===== src/rtl/regfile_writeback_if.sv =====
// Write-back bundle: execute/LSU results in, register-file write port and decode busy queries out.
interface regfile_writeback_if #(
  parameter int ADDR_WIDTH = 5,
  parameter int DATA_WIDTH = 32
);
  logic                  alu_valid;
  logic [ADDR_WIDTH-1:0] alu_rd;
  logic [DATA_WIDTH-1:0] alu_data;
  logic                  lsu_valid;
  logic                  lsu_ready;
  logic [ADDR_WIDTH-1:0] lsu_rd;
  logic [DATA_WIDTH-1:0] lsu_data;
  logic                  iss_valid;
  logic [ADDR_WIDTH-1:0] iss_rd;
  logic [ADDR_WIDTH-1:0] rs1;
  logic [ADDR_WIDTH-1:0] rs2;
  logic                  rs1_busy;
  logic                  rs2_busy;
  logic                  rf_wen;
  logic [ADDR_WIDTH-1:0] rf_rd;
  logic [DATA_WIDTH-1:0] rf_dataD;
  logic [31:0]           wb_count;

  modport master (
    input  alu_valid, alu_rd, alu_data, lsu_valid, lsu_rd, lsu_data,
           iss_valid, iss_rd, rs1, rs2,
    output lsu_ready, rs1_busy, rs2_busy, rf_wen, rf_rd, rf_dataD, wb_count
  );

  modport slave (
    output alu_valid, alu_rd, alu_data, lsu_valid, lsu_rd, lsu_data,
           iss_valid, iss_rd, rs1, rs2,
    input  lsu_ready, rs1_busy, rs2_busy, rf_wen, rf_rd, rf_dataD, wb_count
  );
endinterface


===== src/rtl/regfile_writeback.sv =====
// Register-file write stage: ALU results take priority, LSU results wait in a one-entry buffer,
// and a busy scoreboard tracks registers with LSU results still outstanding.
module regfile_writeback #(
  parameter int ADDR_WIDTH = 5,
  parameter int DATA_WIDTH = 32
) (
  input  logic                 clk,
  input  logic                 rst,
  regfile_writeback_if.master  bus
);
  localparam int NREG = 1 << ADDR_WIDTH;

  typedef enum logic {BUF_EMPTY, BUF_FULL} buf_state_t;
  typedef enum logic {SRC_ALU, SRC_LSU} src_t;

  buf_state_t            r_buf_state;
  logic [ADDR_WIDTH-1:0] r_buf_rd;
  logic [DATA_WIDTH-1:0] r_buf_data;
  logic                  r_wen;
  logic [ADDR_WIDTH-1:0] r_rd;
  logic [DATA_WIDTH-1:0] r_data;
  src_t                  r_src;
  logic [31:0]           r_wb_count;
  logic [NREG-1:0]       r_busy;

  logic w_lsu_ready;
  logic w_accept;

  assign w_lsu_ready = !rst && ((r_buf_state == BUF_EMPTY) || !bus.alu_valid);
  assign w_accept    = bus.lsu_valid && w_lsu_ready;

  always_ff @(posedge clk) begin
    if (rst) begin
      r_buf_state <= BUF_EMPTY;
      r_buf_rd    <= '0;
      r_buf_data  <= '0;
      r_wen       <= 1'b0;
      r_rd        <= '0;
      r_data      <= '0;
      r_src       <= SRC_ALU;
      r_wb_count  <= '0;
      r_busy      <= '0;
    end else begin
      if (bus.alu_valid) begin
        r_wen  <= (bus.alu_rd != '0);
        r_rd   <= bus.alu_rd;
        r_data <= bus.alu_data;
        r_src  <= SRC_ALU;
      end else if (r_buf_state == BUF_FULL) begin
        r_wen       <= (r_buf_rd != '0);
        r_rd        <= r_buf_rd;
        r_data      <= r_buf_data;
        r_src       <= SRC_LSU;
        r_buf_state <= BUF_EMPTY;
      end else begin
        r_wen <= 1'b0;
      end

      // A same-edge accept overrides the drain above, so the buffer stays full with the new entry.
      if (w_accept) begin
        r_buf_state <= BUF_FULL;
        r_buf_rd    <= bus.lsu_rd;
        r_buf_data  <= bus.lsu_data;
      end

      if (r_wen)
        r_wb_count <= r_wb_count + 32'd1;

      // Clear precedes set so a newly issued producer to the same index keeps the bit.
      if (r_wen && (r_src == SRC_LSU))
        r_busy[r_rd] <= 1'b0;
      if (bus.iss_valid && (bus.iss_rd != '0))
        r_busy[bus.iss_rd] <= 1'b1;
    end
  end

  assign bus.lsu_ready = w_lsu_ready;
  assign bus.rs1_busy  = r_busy[bus.rs1];
  assign bus.rs2_busy  = r_busy[bus.rs2];
  assign bus.rf_wen    = r_wen;
  assign bus.rf_rd     = r_rd;
  assign bus.rf_dataD  = r_data;
  assign bus.wb_count  = r_wb_count;
endmodule


===== src/flat_wrapper.sv =====
// flat-port wrapper written by rule: the top's interface ports become plain ports
module regfile_writeback_flat 
#(
  parameter int ADDR_WIDTH = 5,
  parameter int DATA_WIDTH = 32
)
  (clk, rst, bus_alu_valid, bus_alu_rd, bus_alu_data, bus_lsu_valid, bus_lsu_rd, bus_lsu_data, bus_iss_valid, bus_iss_rd, bus_rs1, bus_rs2, bus_lsu_ready, bus_rs1_busy, bus_rs2_busy, bus_rf_wen, bus_rf_rd, bus_rf_dataD, bus_wb_count);
  regfile_writeback_if #(.ADDR_WIDTH(ADDR_WIDTH), .DATA_WIDTH(DATA_WIDTH)) bus_i ();
  input  logic clk;
  input  logic rst;
  input wire logic [$bits(bus_i.alu_valid)-1:0] bus_alu_valid;
  input wire logic [$bits(bus_i.alu_rd)-1:0] bus_alu_rd;
  input wire logic [$bits(bus_i.alu_data)-1:0] bus_alu_data;
  input wire logic [$bits(bus_i.lsu_valid)-1:0] bus_lsu_valid;
  input wire logic [$bits(bus_i.lsu_rd)-1:0] bus_lsu_rd;
  input wire logic [$bits(bus_i.lsu_data)-1:0] bus_lsu_data;
  input wire logic [$bits(bus_i.iss_valid)-1:0] bus_iss_valid;
  input wire logic [$bits(bus_i.iss_rd)-1:0] bus_iss_rd;
  input wire logic [$bits(bus_i.rs1)-1:0] bus_rs1;
  input wire logic [$bits(bus_i.rs2)-1:0] bus_rs2;
  output wire logic [$bits(bus_i.lsu_ready)-1:0] bus_lsu_ready;
  output wire logic [$bits(bus_i.rs1_busy)-1:0] bus_rs1_busy;
  output wire logic [$bits(bus_i.rs2_busy)-1:0] bus_rs2_busy;
  output wire logic [$bits(bus_i.rf_wen)-1:0] bus_rf_wen;
  output wire logic [$bits(bus_i.rf_rd)-1:0] bus_rf_rd;
  output wire logic [$bits(bus_i.rf_dataD)-1:0] bus_rf_dataD;
  output wire logic [$bits(bus_i.wb_count)-1:0] bus_wb_count;
  assign bus_i.alu_valid = bus_alu_valid;
  assign bus_i.alu_rd = bus_alu_rd;
  assign bus_i.alu_data = bus_alu_data;
  assign bus_i.lsu_valid = bus_lsu_valid;
  assign bus_i.lsu_rd = bus_lsu_rd;
  assign bus_i.lsu_data = bus_lsu_data;
  assign bus_i.iss_valid = bus_iss_valid;
  assign bus_i.iss_rd = bus_iss_rd;
  assign bus_i.rs1 = bus_rs1;
  assign bus_i.rs2 = bus_rs2;
  assign bus_lsu_ready = bus_i.lsu_ready;
  assign bus_rs1_busy = bus_i.rs1_busy;
  assign bus_rs2_busy = bus_i.rs2_busy;
  assign bus_rf_wen = bus_i.rf_wen;
  assign bus_rf_rd = bus_i.rf_rd;
  assign bus_rf_dataD = bus_i.rf_dataD;
  assign bus_wb_count = bus_i.wb_count;
  regfile_writeback #(.ADDR_WIDTH(ADDR_WIDTH), .DATA_WIDTH(DATA_WIDTH)) u_core (.clk(clk), .rst(rst), .bus(bus_i));
endmodule

===== config.mk =====
export PLATFORM = sky130hd
export DESIGN_NAME = regfile_writeback_flat
export DESIGN_NICKNAME = d
export VERILOG_FILES = /design/src/rtl/regfile_writeback_if.sv /design/src/rtl/regfile_writeback.sv /design/src/flat_wrapper.sv
export SDC_FILE = /design/constraint.sdc
export NUM_CORES = 1
export LEC_CHECK = 0
export BUFFER_PORTS_ARGS = -buffer_cell sky130_fd_sc_hd__buf_2
export CAP_MARGIN = 20
export CORE_ASPECT_RATIO = 0.75
export CORE_MARGIN = 4
export CORE_UTILIZATION = 30
export CTS_BUF_LIST = sky130_fd_sc_hd__clkbuf_8
export CTS_CLUSTER_SIZE = 14
export DETAILED_ROUTE_END_ITERATION = 12
export SLEW_MARGIN = 30
export SYNTH_ARGS = -nofsm -noshare
export SYNTH_HDL_FRONTEND = slang
export SYNTH_SLANG_ARGS = --single-unit

===== constraint.sdc =====
create_clock -name clk -period 3.2 [get_ports clk]
set_clock_uncertainty 0.05 [all_clocks]
set_input_delay 0.16 -clock clk [delete_from_list [all_inputs] [get_ports clk]]
set_output_delay 0.16 -clock clk [all_outputs]
set_load 0.01 [all_outputs]

# After elaboration in Yosys (flattened, before gate mapping)
# Index checks and enable logic that the tools add are counted.
[totals]
in_bits = 94
reg_bits = 141
ramBits = 0
latch_bits = 0
output_inout_bits = 73
mem_bits_ro = 0
elab_cells = 54
mem_count = 0
[op_classes]
div_mod_pow = 0
magnitude_cmp = 6
shifts = 0
muxes = 19
bitwise = 4
reduce_logical = 14
eq_ne = 1
multipliers = 0
addsub = 1
[op_table]
columns = ["op", "n"]
rows = [
  ["two-way mux 32 bit", 5],
  ["adder 32 x 1 -> 32 bit, second input constant", 1],
  ["bitwise AND 32 bit", 1],
  ["NOT 32 bit", 1],
  ["OR 32 bit", 1],
  ["less-than comparator 5 x 6 -> 1 bit, second input constant", 4],
  ["nonzero test 5 bit", 3],
  ["binary-select mux 1 bit (select 5 bit)", 2],
  ["demux 1 bit (select 5 bit)", 2],
  ["greater-or-equal comparator 5 x 1 -> 1 bit, second input constant", 2],
  ["two-way mux 5 bit", 2],
  ["two-way mux 1 bit", 8],
  ["logical AND 1 bit", 6],
  ["zero test 1 bit", 2],
  ["!= test 2 x 1 -> 1 bit, second input constant", 1],
  ["nonzero test 2 bit", 1],
  ["OR reduction 2 bit", 1],
  ["logical OR 1 bit", 1],
  ["NOT 1 bit", 1],
]

# Longest topological paths before layout
# Gate-level depths: netlist of run 1.
[depth]
word_depth = 10
mapped_depth = 7
depth_no_buf = 6

# Least setup slack after synthesis of run 1
# Ideal clock, no wire load.
[synth_timing]
path_type = "register to register"
start = "register u_core.r_wb_count[0] (netlist: u_core.bus.wb_count[0])"
end = "register u_core.r_wb_count[30] (netlist: u_core.bus.wb_count[30])"
required_time_ns = 3.080
setup_slack_ns = 1.445
period_less_slack_ns = 1.755
setup_time_ns = 0.070
stages_incl_launch_ff = 7
path_buffers = 0
arrival_ns = 1.634
path_cell_list = "dfxtp_1 > ha_1 > nand3_1 > nor4_2 > nand3_2 > or3_1 > a21oi_1"
[synth_via]
elab_chain_len = 1
[synth_rtl]
columns = ["element", "line", "text"]
rows = [
  ["start: declaration", "regfile_writeback.sv:23", "logic [31:0] r_wb_count;"],
  ["start signal: assignment", "regfile_writeback.sv:67", "r_wb_count <= r_wb_count + 32'd1;"],
  ["adder 32 x 1 -> 32 bit", "regfile_writeback.sv:67", ""],
]
# Every way passes these cells.
# A chain may end at the register's enable or synchronous reset.

==> results of run 1 <==
-- cells in the final DEF (no fill, tap or decap), drive strengths merged, types with 3 or more instances in the layout --
cell type / count
buf: 171
dfxtp: 141
nand2: 136
nor2: 118
a21oi: 80
dlygate4sd3: 75
mux2i: 70
nand3b: 40
o21ai: 34
xor2: 22
clkbuf: 18
nand4: 18
nand3: 13
a22oi: 8
nor3: 7
and3: 7
xnor2: 6
nor2b: 5
or3: 5
nor3b: 5
clkinv: 5
and2: 4
clkinvlp: 4
inv: 4
nand4b: 3
or3b: 3
-- stage by stage --
stage	setup WS [ns]	cells	total power, mW	util
after floorplan	1.445	785	2.162	-
after global placement	1.286	1199	2.328	0.3549
after detailed placement	1.198	1199	2.332	0.3553
after CTS	1.202	1306	3.839	0.4094
after global routing	0.9984	1306	3.968	0.4094
final	1.191	1306	3.792	0.4094
-- where the power goes --
part	internal, mW	total (mW)	switching, mW
Sequential	1.83	1.88	0.0540
Combinational	0.236	0.489	0.253
Clock	0.713	1.42	0.711
-- worst min-delay path, stage by stage --
cell and delay (ns):
buf_2 0.11, nor3b_2 0.10, nand2_1 0.07, a21oi_1 0.05
-- state kept, by name (all words and copies together), names as in the netlist --
name,flops
u_core.r_buf_rd,5
u_core.r_buf_data,32
u_core.r_src,1
u_core.bus.rf_rd,5
u_core.bus.rf_dataD,32
u_core.bus.wb_count,32
u_core.bus.rf_wen,1
u_core.r_buf_state,1
u_core.r_busy,32
-- what timing repair did --
action                                  4_1_cts  5_1_grt
hold endpoints to repair                     76        0
hold buffers                                 75        0
endpoints found under the setup margin        0        0
buffers inserted                              0        0
-- worst max path at each step --
| stage | depth (start not counted) | end | from |
|---|---|---|---|
| detailed placement | 5 | u_core.bus.wb_count[29] | u_core.bus.rf_wen |
| finish | 5 | u_core.bus.wb_count[29] | u_core.bus.rf_wen |
| CTS | 5 | u_core.bus.wb_count[29] | u_core.bus.rf_wen |
| global route | 5 | u_core.bus.wb_count[25] | u_core.bus.rf_wen |
| global placement | 5 | u_core.bus.wb_count[21] | u_core.bus.rf_wen |
| floorplan | 6 | u_core.bus.wb_count[30] | u_core.bus.wb_count[0] |
-- area by class of cell --
cell class / instances / area share
Sequential cell: 141 / 0.3265
Timing Repair Buffer: 246 / 0.1879
Clock inverter: 14 / 0.01664
Tap cell: 288 / 0.04167
Clock buffer: 18 / 0.02865
Inverter: 1 / 0.0004340
Multi-Input combinational cell: 598 / 0.3981
-- cells by family after synthesis --
group           after synthesis  share of synthesized area
simple gates                372                     0.2800
flops                       141                     0.4377
fa+ha+maj                     1                   0.001940
xor+xnor                     28                    0.03803
buf+inv                      46                    0.02910
compound gates              127                     0.1046
mux                          70                     0.1087
-- routing by layer --
| layer | global-route usage | share of wire |
|---|---|---|
| met5 | 0 | 0 |
| met4 | 0.02963 | 0.0062 |
| met3 | 0.04814 | 0.074 |
| met2 | 0.2596 | 0.45 |
| met1 | 0.2355 | 0.47 |
==> flow_summary.toml, run 1 <==
[status]
status = "finished, final reports clean"

[yosys]
netlist.area_leader.share = 0.4377
synth_edf_count = 0
synthArstFlopShare = 0
ys_seq_area_frac = 0.4377
synth_most_common_cell = "dfxtp_1"
synth_seq_cells = 141
syn-num-nets = 880
netlist_area_mm2 = 0.006449
synth_largest_area_cell = "dfxtp_1"
yosys_warnings = 0
syn_avg_cell_area_um2 = 8.215
ys_top_cells_by_count = "dfxtp_1 (141), nand2_1 (136), nor2_1 (118)"
ys.flop_type = "dfxtp_1"
synth_area_leaders = "dfxtp_1 (44%), mux2i_1 (11%), nand2_1 (7.9%)"
syn_inst = 785
synth.distinct_cells = 40

[floorplanning]
rows = 46
initial_utilization = 0.3053
die_area_mm2 = 0.02393
die_h_um = 135.0
die_w_um = 177.3
coreArea_mm2 = 0.02112
pin_count = 167

[routing]
postRouteAntennaNets = 0
wl_um = 19830
drcViolationCount = 0
drtPass1Iterations = 5
viasPerCell = 4.773
wire_per_inst_um = 15.19
drt_iter0_markers = 358
vias = 6234

[clock_tree]
cts_tree = "built"
path_clk_slew_ns = 0.08
clk_latency_ns = 0.43
cts_resized = 0
htree_num_levels = 4
root_buffer = "clkbuf_8"
clock_sinks = 141
cts_made_buffers = 17
clock_path_buffers = 2

[final_layout]
drive_above_1_share = 0.2112
area_growth_pct = 34.11
seq_area_mm2 = 0.002824
final_nets = 1100
n_fill_cell = 2172
multi_input_area_mm2 = 0.003443
diodes = 0
fin_area_mm2 = 0.008648

[global_routing]
antenna_found_initial = 0
grt_pass1_vias = 6126
overflow = 0
grt_start_max_net_pins = 104
grt_usage = 0.1674
grt_pass1_wl_um = 32420

[setup_path]
end_kind = "flip-flop"
r2r_start = "u_core.bus.rf_wen"
critPathSlowestCell = "nor4_4"
cp-start-kind = "flip-flop"
worst-path-max-fanout = 10
critical_path.cell_chain = "nand4_2 -> nor4_4 -> nand4_1 -> xor2_1 -> nor2_1"
reg2regPathDepth = 5
cpPeakStageDelay_ns = 0.61
path_class = "flip-flop to flip-flop"
critPathTopFamily = "simple AND/OR/NAND/NOR gates"
worstPathRequired_ns = 3.44
crit_buf_inv = 0
r2r-end = "u_core.bus.wb_count[29]"
r2r_slack_ns = 1.19
arrival_ns = 2.25

[power_and_ir_drop]
p_per_area_mw_per_mm2 = 438.5
p_leak_nw = 3.782
ir_worst_vdd_mv = 0.3464

[placed_design]
portBuffers = 166
place_area_mm2 = 0.007506
gp_congestion = 0.8304
hpwlAfterDp_um = 13150

[timing]
hold_violations = 0
min_period_ns = 2.009
setup_viol = 0
finalHoldWorstSlack_ns = 0.06160
finalMaxSlewViolations = 0
slew_headroom = 0.4604
tightestPinTransition_ns = 0.8094
finalSetupTns_ns = 0
fmax_mhz = 497.7
rsz0062_at_grt = "false"
fin_crit_sh = 0.6278

[worst_hold_path]
worstHoldStart = "bus_iss_rd[1]"
hp-class = "input pin to flip-flop"
hold_depth = 4
min_to = "u_core.r_busy[4]"

[job]
max_cap_violations = 0
Power figures use the tool's default switching activity.
==> run 2, diff against run 1 <==
Clock period 3.2 ns to 1.65 ns, I/O delays scaled along.
==> run 2 against run 1 <==
Cell area is 6.7% higher. The flow now finishes with violations (negative setup slack). Critical endpoint is now bus_rs2_busy. Via count grew 3.0%. Register-to-register slack got worse by 1.2 ns. Worst hold slack got worse by 0.010 ns. Power grew 100%. Critical path type is now flip-flop to primary output. Die area did not move. Critical path depth up 1. Routed wire length down 0.50%.
==> flow_summary.toml, run 2 (synthesized netlist as in run 1, its figures left out) <==
[status]
status = "finished with violations"
violations = "negative setup slack"

[timing]
finalMaxSlewViolations = 0
slew_headroom = 0.6125
finalSetupTns_ns = -0.2730
rsz0062_at_grt = "true"
setup_ws_ns = -0.1501
hold_violations = 0
fin_crit_sh = 1.091
finalHoldWorstSlack_ns = 0.05132
fmax_mhz = 555.5
setup_viol = 2
min_period_ns = 1.800
tightestPinTransition_ns = 0.5812

[worst_hold_path]
hold_depth = 5
hp-class = "input pin to flip-flop"
worstHoldStart = "bus_iss_rd[0]"
min_to = "u_core.r_busy[12]"

[setup_path]
reg2regPathDepth = 6
r2r_slack_ns = 0.03
r2r-end = "u_core.bus.wb_count[30]"
worst-path-max-fanout = 3
cp-start-kind = "flip-flop"
end_kind = "primary output"
arrival_ns = 1.67
r2r_start = "u_core.bus.wb_count[1]"
path_class = "flip-flop to primary output"
worstPathRequired_ns = 1.52

[routing]
drt_iter0_markers = 349
wire_per_inst_um = 14.53
drtPass1Iterations = 5
postRouteAntennaNets = 0
drcViolationCount = 0
vias = 6422
wl_um = 19730
viasPerCell = 4.729

[power_and_ir_drop]
p_int_mw = 5.635
ir_worst_vdd_mv = 0.4490
p_total_mw = 7.629
combPwrFrac = 0.132
swShare = 0.2614
p_leak_nw = 4.097
p_switching_mw = 1.994
p_clk_frac = 0.390
power_frac_seq = 0.477
p_per_area_mw_per_mm2 = 826.6

[floorplanning]
die_h_um = 135.0
pin_count = 167
rows = 46
coreArea_mm2 = 0.02112
die_area_mm2 = 0.02393
die_w_um = 177.3
initial_utilization = 0.3053

[job]
max_cap_violations = 0

[final_layout]
n_fill_cell = 2151
fin_area_mm2 = 0.009229
diodes = 0
area_growth_pct = 43.11
final_nets = 1153
fin_cells = 1358
drive_above_1_share = 0.2701
final_util = 0.4369
layout_commonest_cell = "buf_2"
final_cell_mix = "buf_2 (165), nand2_1 (136), dfxtp_1 (120), nor2_1 (118)"

[placed_design]
portBuffers = 166
hpwlAfterDp_um = 13200
dp_worst_setup_slack_ns = 0.004514
place_area_mm2 = 0.007859
dp.cells = 1242
gp_congestion = 0.8416

[clock_tree]
clk_latency_ns = 0.45
cts_made_buffers = 17
clock_sinks = 141
root_buffer = "clkbuf_8"
cts_tree = "built"
htree_num_levels = 4
path_clk_slew_ns = 0.09
clock_path_buffers = 2

[global_routing]
grt_start_max_net_pins = 142
antenna_found_initial = 0
grt_usage = 0.1629
grt_pass1_vias = 6266
overflow = 0
grt_pass1_wl_um = 31620
run 2: area by class of cell:
cell class / instances / area, um^2 / share of cell area
well taps: 288 / 360.3 / 0.03905
inverters: 1 / 3.754 / 0.0004067
repair buffers: 299 / 2081 / 0.2255
clock inverters: 12 / 160.2 / 0.01735
multi-input cells: 598 / 3506 / 0.3799
clock buffers: 19 / 261.5 / 0.02834
flip-flops and latches: 141 / 2856 / 0.3095
run 2: critical path, cell delays in order, from the launching register on:
cell,delay (ns)
dfxtp_2,0.34
mux2i_1,0.13
a22oi_1,0.11
nand4b_1,0.10
a21oi_1,0.05
a311o_1,0.33
buf_2,0.14
run 2: power groups by stage:
stage | clock [mW] | sequential, mW | combinational [mW]
floorplan | 0 | 3.72 | 0.474
global placement | 0 | 3.71 | 0.840
detailed placement | 0 | 3.71 | 0.843
CTS | 3.08 | 3.64 | 0.996
global route | 3.24 | 3.66 | 1.12
finish | 2.98 | 3.64 | 1.01
run 2: worst max path at each step:
| stage | start | end | slack (ns) | cells past startpoint |
|---|---|---|---|---|
| floorplan | u_core.bus.wb_count[7] | u_core.bus.wb_count[30] | 0.01 | 5 |
| global placement | u_core.bus.rf_wen | u_core.bus.wb_count[13] | 0.07 | 5 |
| detailed placement | u_core.bus.wb_count[1] | u_core.bus.wb_count[30] | 0.005 | 6 |
| CTS | u_core.r_busy[27] | bus_rs2_busy | -0.17 | 6 |
| global route | u_core.r_busy[17] | bus_rs2_busy | -0.27 | 6 |
| finish | u_core.r_busy[17] | bus_rs2_busy | -0.15 | 6 |
run 2: routing by layer:
layer | vias to the layer above | GRT usage | share of wire
met5 | - | 0 | 0
met1 | 2977 | 0.2244 | 0.48
met4 | 0 | 0.04380 | 0.013
met2 | 182 | 0.2513 | 0.45
li1 | 3236 | - | -
met3 | 27 | 0.04674 | 0.063
run 2: timing repair:
action	CTS	global route
pin swaps	8	25
gates cloned	0	1
setup endpoints to repair	4	25
gates resized for setup	10	29
hold buffers	80	0
endpoints found under the hold margin	96	0
buffers inserted	0	4
